==> config.mk <==
export PLATFORM = sky130hd
export DESIGN_NAME = taxi_eth_pause_quanta_timer
export DESIGN_NICKNAME = d
export VERILOG_FILES = /design/src/rtl/taxi_eth_pause_pkg.sv /design/src/rtl/taxi_eth_pause_quanta_chan.sv /design/src/rtl/taxi_eth_pause_quanta_timer.sv
export SDC_FILE = /design/constraint.sdc
export NUM_CORES = 1
export LEC_CHECK = 0
export BUFFER_PORTS_ARGS = -buffer_cell sky130_fd_sc_hd__buf_2
export CORE_UTILIZATION = 59
export CTS_BUF_LIST = sky130_fd_sc_hd__clkbuf_16
export DETAILED_ROUTE_END_ITERATION = 10
export PLACE_DENSITY_LB_ADDON = 0.3
export SLEW_MARGIN = 20
export SYNTH_ARGS = -nofsm -noshare
export SYNTH_HDL_FRONTEND = slang
export SYNTH_SLANG_ARGS = --single-unit
==> constraint.sdc <==
create_clock -name clk -period 8.51 [get_ports clk]
set_input_delay 0 -clock clk [delete_from_list [all_inputs] [get_ports clk]]
set_output_delay 0 -clock clk [all_outputs]
set_load 0.01 [all_outputs]
==> src/rtl/taxi_eth_pause_pkg.sv <==
// Shared constants and types for the receive-side pause timer bank.
// Quanta timing is expressed in enabled datapath cycles.
package taxi_eth_pause_pkg;

  localparam int QUANTA_BITS = 512;

  typedef enum logic {
    SEL_PFC = 1'b0,
    SEL_LFC = 1'b1
  } load_sel_e;

  function automatic int quanta_cycles(input int data_w);
    return QUANTA_BITS / data_w;
  endfunction

endpackage

==> src/rtl/taxi_eth_pause_quanta_chan.sv <==
// One priority channel: quanta counter, prescaler and status strobes.
// pause_req tracks the next counter value so it rises right after a load.
module taxi_eth_pause_quanta_chan #(
  parameter int QUANTA_W = 16,
  parameter int CNT_W    = 16,
  parameter int Q        = 64
) (
  input  logic                clk,
  input  logic                rst_n,
  input  logic                i_clk_en,
  input  logic                i_load,
  input  logic [QUANTA_W-1:0] i_val,
  input  logic                i_en,
  input  logic                i_ack,
  output logic                o_req,
  output logic                o_xoff,
  output logic                o_xon,
  output logic                o_paused
);

  import taxi_eth_pause_pkg::*;

  localparam int PRE_W = $clog2(Q);

  logic [CNT_W-1:0] r_cnt;
  logic [CNT_W-1:0] w_cnt_nxt;
  logic [PRE_W-1:0] r_pre;
  logic [PRE_W-1:0] w_pre_nxt;
  logic             w_clr;
  logic             w_ld;
  logic             w_tick;
  logic             w_wrap;
  logic             r_req;
  logic             r_xoff;
  logic             r_xon;
  logic             r_paused;

  assign w_clr  = ~i_en;
  assign w_ld   = i_en & i_load;
  assign w_tick = i_en & ~i_load
                & (r_cnt != '0) & i_clk_en;
  assign w_wrap = (r_pre == PRE_W'(Q - 1));

  always_comb begin
    w_cnt_nxt = r_cnt;
    w_pre_nxt = r_pre;
    unique case (1'b1)
      w_clr: begin
        w_cnt_nxt = '0;
        w_pre_nxt = '0;
      end
      w_ld: begin
        w_cnt_nxt = CNT_W'(i_val);
        w_pre_nxt = '0;
      end
      w_tick: begin
        if (w_wrap) begin
          w_cnt_nxt = r_cnt - CNT_W'(1);
          w_pre_nxt = '0;
        end else begin
          w_pre_nxt = r_pre + PRE_W'(1);
        end
      end
      default: ;
    endcase
  end

  always_ff @(posedge clk or negedge rst_n) begin
    if (!rst_n) begin
      r_cnt    <= '0;
      r_pre    <= '0;
      r_req    <= 1'b0;
      r_xoff   <= 1'b0;
      r_xon    <= 1'b0;
      r_paused <= 1'b0;
    end else begin
      r_cnt    <= w_cnt_nxt;
      r_pre    <= w_pre_nxt;
      r_req    <= (w_cnt_nxt != '0);
      r_xoff   <= w_ld & (|i_val);
      r_xon    <= w_ld & ~(|i_val);
      r_paused <= r_req & i_ack;
    end
  end

  assign o_req    = r_req;
  assign o_xoff   = r_xoff;
  assign o_xon    = r_xon;
  assign o_paused = r_paused;

endmodule

==> src/rtl/taxi_eth_pause_quanta_timer.sv <==
// Pause timer bank: decodes LFC/PFC requests into per-priority loads
// and runs one quanta countdown per priority channel.
module taxi_eth_pause_quanta_timer #(
  parameter int PRIO_CNT = 8,
  parameter int QUANTA_W = 16,
  parameter int DATA_W   = 8,
  parameter int CNT_W    = QUANTA_W
) (
  input  logic                         clk,
  input  logic                         rst_n,
  input  logic                         clk_en,
  input  logic                         req_valid,
  input  logic                         req_lfc,
  input  logic [PRIO_CNT-1:0]          req_prio_mask,
  input  logic [PRIO_CNT*QUANTA_W-1:0] req_quanta,
  input  logic [PRIO_CNT-1:0]          pause_en,
  output logic [PRIO_CNT-1:0]          pause_req,
  input  logic [PRIO_CNT-1:0]          pause_ack,
  output logic [PRIO_CNT-1:0]          stat_xoff,
  output logic [PRIO_CNT-1:0]          stat_xon,
  output logic [PRIO_CNT-1:0]          stat_paused
);

  import taxi_eth_pause_pkg::*;

  localparam int Q = quanta_cycles(DATA_W);

  if (!(DATA_W == 8 || DATA_W == 16 ||
        DATA_W == 32 || DATA_W == 64)) begin : g_bad_data_w
    $error("DATA_W must be 8, 16, 32 or 64");
  end
  if (PRIO_CNT < 1 || PRIO_CNT > 8) begin : g_bad_prio
    $error("PRIO_CNT must be 1..8");
  end
  if (CNT_W < QUANTA_W) begin : g_bad_cnt_w
    $error("CNT_W must be >= QUANTA_W");
  end

  load_sel_e w_mode;

  assign w_mode = req_lfc ? SEL_LFC : SEL_PFC;

  for (genvar i = 0; i < PRIO_CNT; i++) begin : g_chan
    logic                w_sel;
    logic [QUANTA_W-1:0] w_val;

    // LFC broadcasts slot 0 and ignores the priority mask
    assign w_sel = req_valid & pause_en[i]
                 & ((w_mode == SEL_LFC) | req_prio_mask[i]);
    assign w_val = (w_mode == SEL_LFC)
                 ? req_quanta[0 +: QUANTA_W]
                 : req_quanta[i*QUANTA_W +: QUANTA_W];

    taxi_eth_pause_quanta_chan #(
      .QUANTA_W (QUANTA_W),
      .CNT_W    (CNT_W),
      .Q        (Q)
    ) u_chan (
      .clk      (clk),
      .rst_n    (rst_n),
      .i_clk_en (clk_en),
      .i_load   (w_sel),
      .i_val    (w_val),
      .i_en     (pause_en[i]),
      .i_ack    (pause_ack[i]),
      .o_req    (pause_req[i]),
      .o_xoff   (stat_xoff[i]),
      .o_xon    (stat_xon[i]),
      .o_paused (stat_paused[i])
    );
  end

endmodule

Word-level counts from Yosys, hierarchy flattened. Cells that the tools add are included.

Add/sub/neg operators: 16. Eq/ne operators: 8. Muxes and demuxes: 40. Bitwise operators: 104. Reduce and logical (&&, ||, !) cells: 40.

Operators by type and width (count): 16-bit case mux with 3 select lines (8); 16-bit nonzero test (16); 16-bit 2-to-1 mux (15); 16-bit OR reduction (8); 16-bit by 1-bit subtractor with 16-bit output, second input constant (8); 6-bit case mux with 2 select lines (8); 1-bit bitwise AND (72); 6-bit by 1-bit adder with 6-bit output, second input constant (8); 6-bit equality test, second input constant (8); 6-bit 2-to-1 mux (8); 1-bit NOT (24); 2-bit nonzero test (8); 2-bit OR reduction (8); 1-bit OR (8); 1-bit 2-to-1 mux (1).

Register bits: 208. Word-level logic and storage cells: 256.

Depth between registers and ports, before layout.
Word-level depth: 9. Depth in mapped cells: 12.

Hierarchy. A second synthesis with hierarchy kept.

Cells, all modules: 1701. Area total of the unflattened synthesis: 15348.5 sq um.

By module, submodules not included: taxi_eth_pause_quanta_chan (g_chan[0].u_chan ...) (times used 5, cells an instance 203, area an instance 1801.7 sq um); taxi_eth_pause_quanta_chan (g_chan[5].u_chan ...) (times used 3, cells an instance 184, area an instance 1620.3 sq um); taxi_eth_pause_quanta_timer (times used 1, cells an instance 134, area an instance 1478.9 sq um).

Least setup slack after synthesis. Ideal clock, no wire load.

Kind: register to register. From: reg g_chan[3].u_chan.r_cnt[2]. To: reg g_chan[3].u_chan.r_req. Setup time: 0.139 ns. Arrival: 2.992 ns. Slack: 5.379 ns. Stages on the path, launching flop included: 11. Path buffers: 3. Period minus slack after synthesis: 3.131 ns. Cell sequence: dfrtp_1 -> or4_1 -> buf_2 -> or4_4 -> buf_6 -> and2_4 -> buf_6 -> or3_4 -> a2bb2oi_2 -> nand4_1 -> or4_1.

Longest elaborated chain between the ends: 5.

Ends and longest elaborated chain: start: declaration (line taxi_eth_pause_quanta_chan.sv:25) `logic [CNT_W-1:0] r_cnt;`; start signal: assignment (line taxi_eth_pause_quanta_chan.sv:77) `r_cnt <= w_cnt_nxt;`; branches (longest 3 deep; another with 16-bit by 1-bit subtractor with 16-bit output); 16-bit case mux with 3 select lines (*) (line taxi_eth_pause_quanta_chan.sv:47) `unique case (1'b1)`; 16-bit nonzero test (*) (line taxi_eth_pause_quanta_chan.sv:79) `r_req <= (w_cnt_nxt != '0);`; end signal: assignment (line taxi_eth_pause_quanta_chan.sv:79); end: declaration (line taxi_eth_pause_quanta_chan.sv:33) `logic r_req;`.

Mark *: on every way between the ends. A chain may end at the register's enable or synchronous reset.

Worst setup path in the final report.
From: reg g_chan[0].u_chan.r_cnt[0]. To: reg g_chan[0].u_chan.r_req.

Longest elaborated chain between the ends: 5.

Ends and longest elaborated chain (line): start: declaration (taxi_eth_pause_quanta_chan.sv:25); start signal: assignment (taxi_eth_pause_quanta_chan.sv:77); branches (longest 3 deep; another with 16-bit by 1-bit subtractor with 16-bit output); 16-bit case mux with 3 select lines (*) (taxi_eth_pause_quanta_chan.sv:47); 16-bit nonzero test (*) (taxi_eth_pause_quanta_chan.sv:79); end signal: assignment (taxi_eth_pause_quanta_chan.sv:79); end: declaration (taxi_eth_pause_quanta_chan.sv:33).

Marks and branches as above.

==> metrics.md <==
| Metric | Value |
|---|---|
| Setup TNS Final | `0 ns` |
| Largest net degree at the start of global routing | `143` |
| Final Hold Fails | `10` |
| GRT overflow | `0` |
| Worst path bufs/invs | `1` |
| Finished Layout Cells | `2319` |
| Die area | `0.0250 sq mm` |
| Nets | `2158` |
| Sw Ratio | `0.313` |
| Final wirelength | `54400 um` |
| Critical path endpoint category | `register` |
| R2r setup slk | `4.65 ns` |
| Critical Path Start | `g_chan[0].u_chan.r_cnt[0]` |
| Synth Flop Type | `dfrtp_1` |
| Worst VDD drop | `0.189 mV` |
| 1st-iter DRT viols | `2123` |
| Critical-path top delay cell | `nor4_1` |
| TritonRoute pass-1 iters | `7` |
| Crit path max-delay family | `simple AND/OR/NAND/NOR gates` |
| Final Slew Violations | `0` |
| Post-route ant nets | `0` |
| Max Cap Viol | `0` |
| # setup viols final | `0` |
| Post-Syn Area | `0.0144 sq mm` |
| I/O pin cnt | `189` |
| DPL Wire Length | `35500 um` |
| CTS Buf Count | `26` |
| Chip Width | `158 um` |
| Layout cells sized above 1 | `0.143` |
| Static Leak | `7.62 nW` |
| Post-route DRC | `0` |
| Max Clock Skew | `0.0164 ns` |
| Crit path top cell by count | `nor4_1` |
| Setup bufs post-CTS | `0` |
| Syn-to-layout area delta | `22.1%` |
| Number of global-route vias before repair | `15100` |
| Psw | `0.000893 W` |
| Slew HR | `0.252` |
| Register area share after synthesis | `0.362` |
| Power Dens Cells | `163 mW/mm^2` |
| CP Class | `reg2reg` |
| Flops & latches, synth | `208` |
| Number of diodes | `0` |
| CTS Sinks | `208` |
| Leading post-synthesis cells by cell area | `dfrtp_1 (36%), a21oi_1 (5.1%), nor2_1 (3.7%)` |
| Mapped Nets | `1915` |
| Hold WS | `-0.00793 ns` |
| Yosys top cell by area | `dfrtp_1` |
| Mean area per synthesized cell | `8.28 sq um` |
| Root Driver | `clkbuf_16` |
| Synth warn | `0` |
| Die Y | `158 um` |
| CP cell instances | `inv_1 > ha_1 > or4b_2 > nor4_1 > nor4b_1 > mux2i_1 > nand2b_1 > nor4_1 > nand4_1` |
| Worst Reg2Reg Path Length in Cells | `9` |
| Clock-pin slew on the worst setup and hold paths | `0.06 ns` |
| Async SR Flop Fraction | `1.00` |
| Tightest Pin Transition | `1.12 ns` |
| Core area | `0.0237 sq mm` |
| Internal power | `0.00196 W` |
| Crit path largest cell delay | `0.74 ns` |
| Comb pwr share | `0.215` |
| Clk buf depth | `3` |
| Via Count | `16200` |
| Post-layout minimum cycle time | `3.86 ns` |
| Startpoint types | `register` |
| Worst hold path class | `in2async` |
| Drt wl/cell | `23.5 um` |
| Worst R2R End | `g_chan[0].u_chan.o_req` |
| GPL Wtd Cong | `0.988` |
| Via-per-instance ratio | `6.97` |
| Clock latency on the worst-skew pair | `0.55 ns` |
| Failing checks | `hold timing` |
| Post-Synthesis Cells | `1737` |
| Gr usage total | `0.432` |
| Yosys top cell area share | `0.362` |
| Outcome | `finished with violations` |
| Final period util | `0.453` |
| Seq pwr share | `0.381` |
| RR Startpoint | `g_chan[0].u_chan.r_cnt[0]` |
| Fmax | `259 MHz` |
| CTS tree | `done` |
| Post-CTS sizing | `0` |
| Crit path DAT | `4.19 ns` |
| Fillers | `1789` |
| Starting Density | `0.607` |
| Initial antenna violation count | `1` |
| Placed cell count | `2130` |
| I/O Buffers | `188` |
| Number of synthesized flops with an enable pin | `0` |
| Clk pwr share | `0.404` |
| H-tree lvl count | `1` |
| CP Max Fanout | `4` |
| First-pass GRT wire length | `82700 um` |
| RSZ-0062 raised after global routing | `false` |
| Unique masters post-synth | `85` |
| Floorplan row count | `56` |
| Data required, critical path | `8.84 ns` |
## synth_stat cells, types with 15 or more instances
master,number
xnor2_1,24
and2_1,45
nor3_1,75
nor2_1,141
nor4_1,76
nand2b_1,26
nand3_1,49
a21oi_1,146
nor2b_1,23
nand2_1,140
nor4b_1,15
or3_1,23
ha_1,21
and3_1,26
nand4_1,57
dfrtp_1,208
a31oi_1,21
inv_1,45
buf_4,32
o21ai_0,83
o22ai_1,33
or4_1,25
clkbuf_1,76
xor2_1,36
## logic make-up (layout without fill, tap and decap cells)
logic type | count (synthesis) | after routing | synth area share
and+or+nand+nor | 798 | 798 | 0.303
xor gates and xnor gates | 60 | 60 | 0.0366
adders and majority gates | 21 | 21 | 0.0183
buffers and inverters | 170 | 433 | 0.0541
DFF | 208 | 208 | 0.362
muxes | 16 | 16 | 0.0118
AOI/OAI and AO/OA | 464 | 464 | 0.214
## worst max path at each step
stage	end	depth (start not counted)
after floorplan	g_chan[3].u_chan.o_req	10
after global placement	g_chan[6].u_chan.o_req	7
after detailed placement	g_chan[7].u_chan.o_req	9
after CTS	g_chan[6].u_chan.o_req	7
after global routing	g_chan[0].u_chan.o_req	9
final	g_chan[0].u_chan.o_req	9
## per-layer routing
metal	wire [um]	vias to the layer above	GRT usage
met2	23700	1220	0.646
met3	6290	307	0.105
met1	20800	7621	0.566
li1	-	7007	-
met5	9	-	0
met4	3610	2	0.255
## cell type report
class,instances,area [sq um],share of cell area
clock buffers,27,676,0.0385
multi-input cells,1359,8420,0.480
clock inverters,21,210,0.0120
inverters,45,169,0.00963
repair buffers,340,2460,0.140
well taps,319,399,0.0227
flip-flops and latches,208,5200,0.297
## layout by cell type, fill, tap and decap left out, types with 23 or more instances in the layout
cell,count
a21oi_1,146
and2_1,45
and3_1,26
buf_2,186
clkbuf_16,27
dfrtp_1,208
dlygate4sd3_1,140
inv_1,46
nand2_1,140
nand2b_1,26
nand3_1,49
nand4_1,57
nor2_1,141
nor2b_1,23
nor3_1,75
nor4_1,73
o21ai_0,83
o22ai_1,33
or3_1,23
or4_1,25
xnor2_1,24
xor2_1,36
## stage by stage
step	instance area (sq um)	hold slack [ns]	total power, W	util	setup WS [ns]
global placement	15200	0.207	0.00162	0.642	4.96
floorplan	14400	-0.296	0.00144	-	5.38
finish	17500	-0.00793	0.00286	0.741	4.65
global route	17500	0.0407	0.00294	0.741	4.63
CTS	17500	0.00154	0.00282	0.739	4.83
detailed placement	15200	0.210	0.00163	0.642	4.85
## registers in the layout, summed over array words and instances, names as in the netlist
| name | count |
|---|---|
| g_chan.u_chan.o_req | 8 |
| g_chan.u_chan.r_cnt | 128 |
| g_chan.u_chan.o_paused | 8 |
| g_chan.u_chan.r_pre | 48 |
| g_chan.u_chan.o_xoff | 8 |
| g_chan.u_chan.o_xon | 8 |
## what timing repair did
item                                    in CTS  in global routing
hold endpoints to repair                   271                  0
endpoints found under the setup margin       0                  0
hold buffers                               140                  0
## power by group through the flow
| stage | Combinational (W) | Clock (W) | Sequential [W] |
|---|---|---|---|
| floorplan | 0.000356 | 0 | 0.00109 |
| global placement | 0.000520 | 0 | 0.00110 |
| detailed placement | 0.000527 | 0 | 0.00110 |
| CTS | 0.000578 | 0.00115 | 0.00109 |
| global route | 0.000652 | 0.00120 | 0.00109 |
| finish | 0.000612 | 0.00115 | 0.00109 |
(Power assumes the default switching activity.)
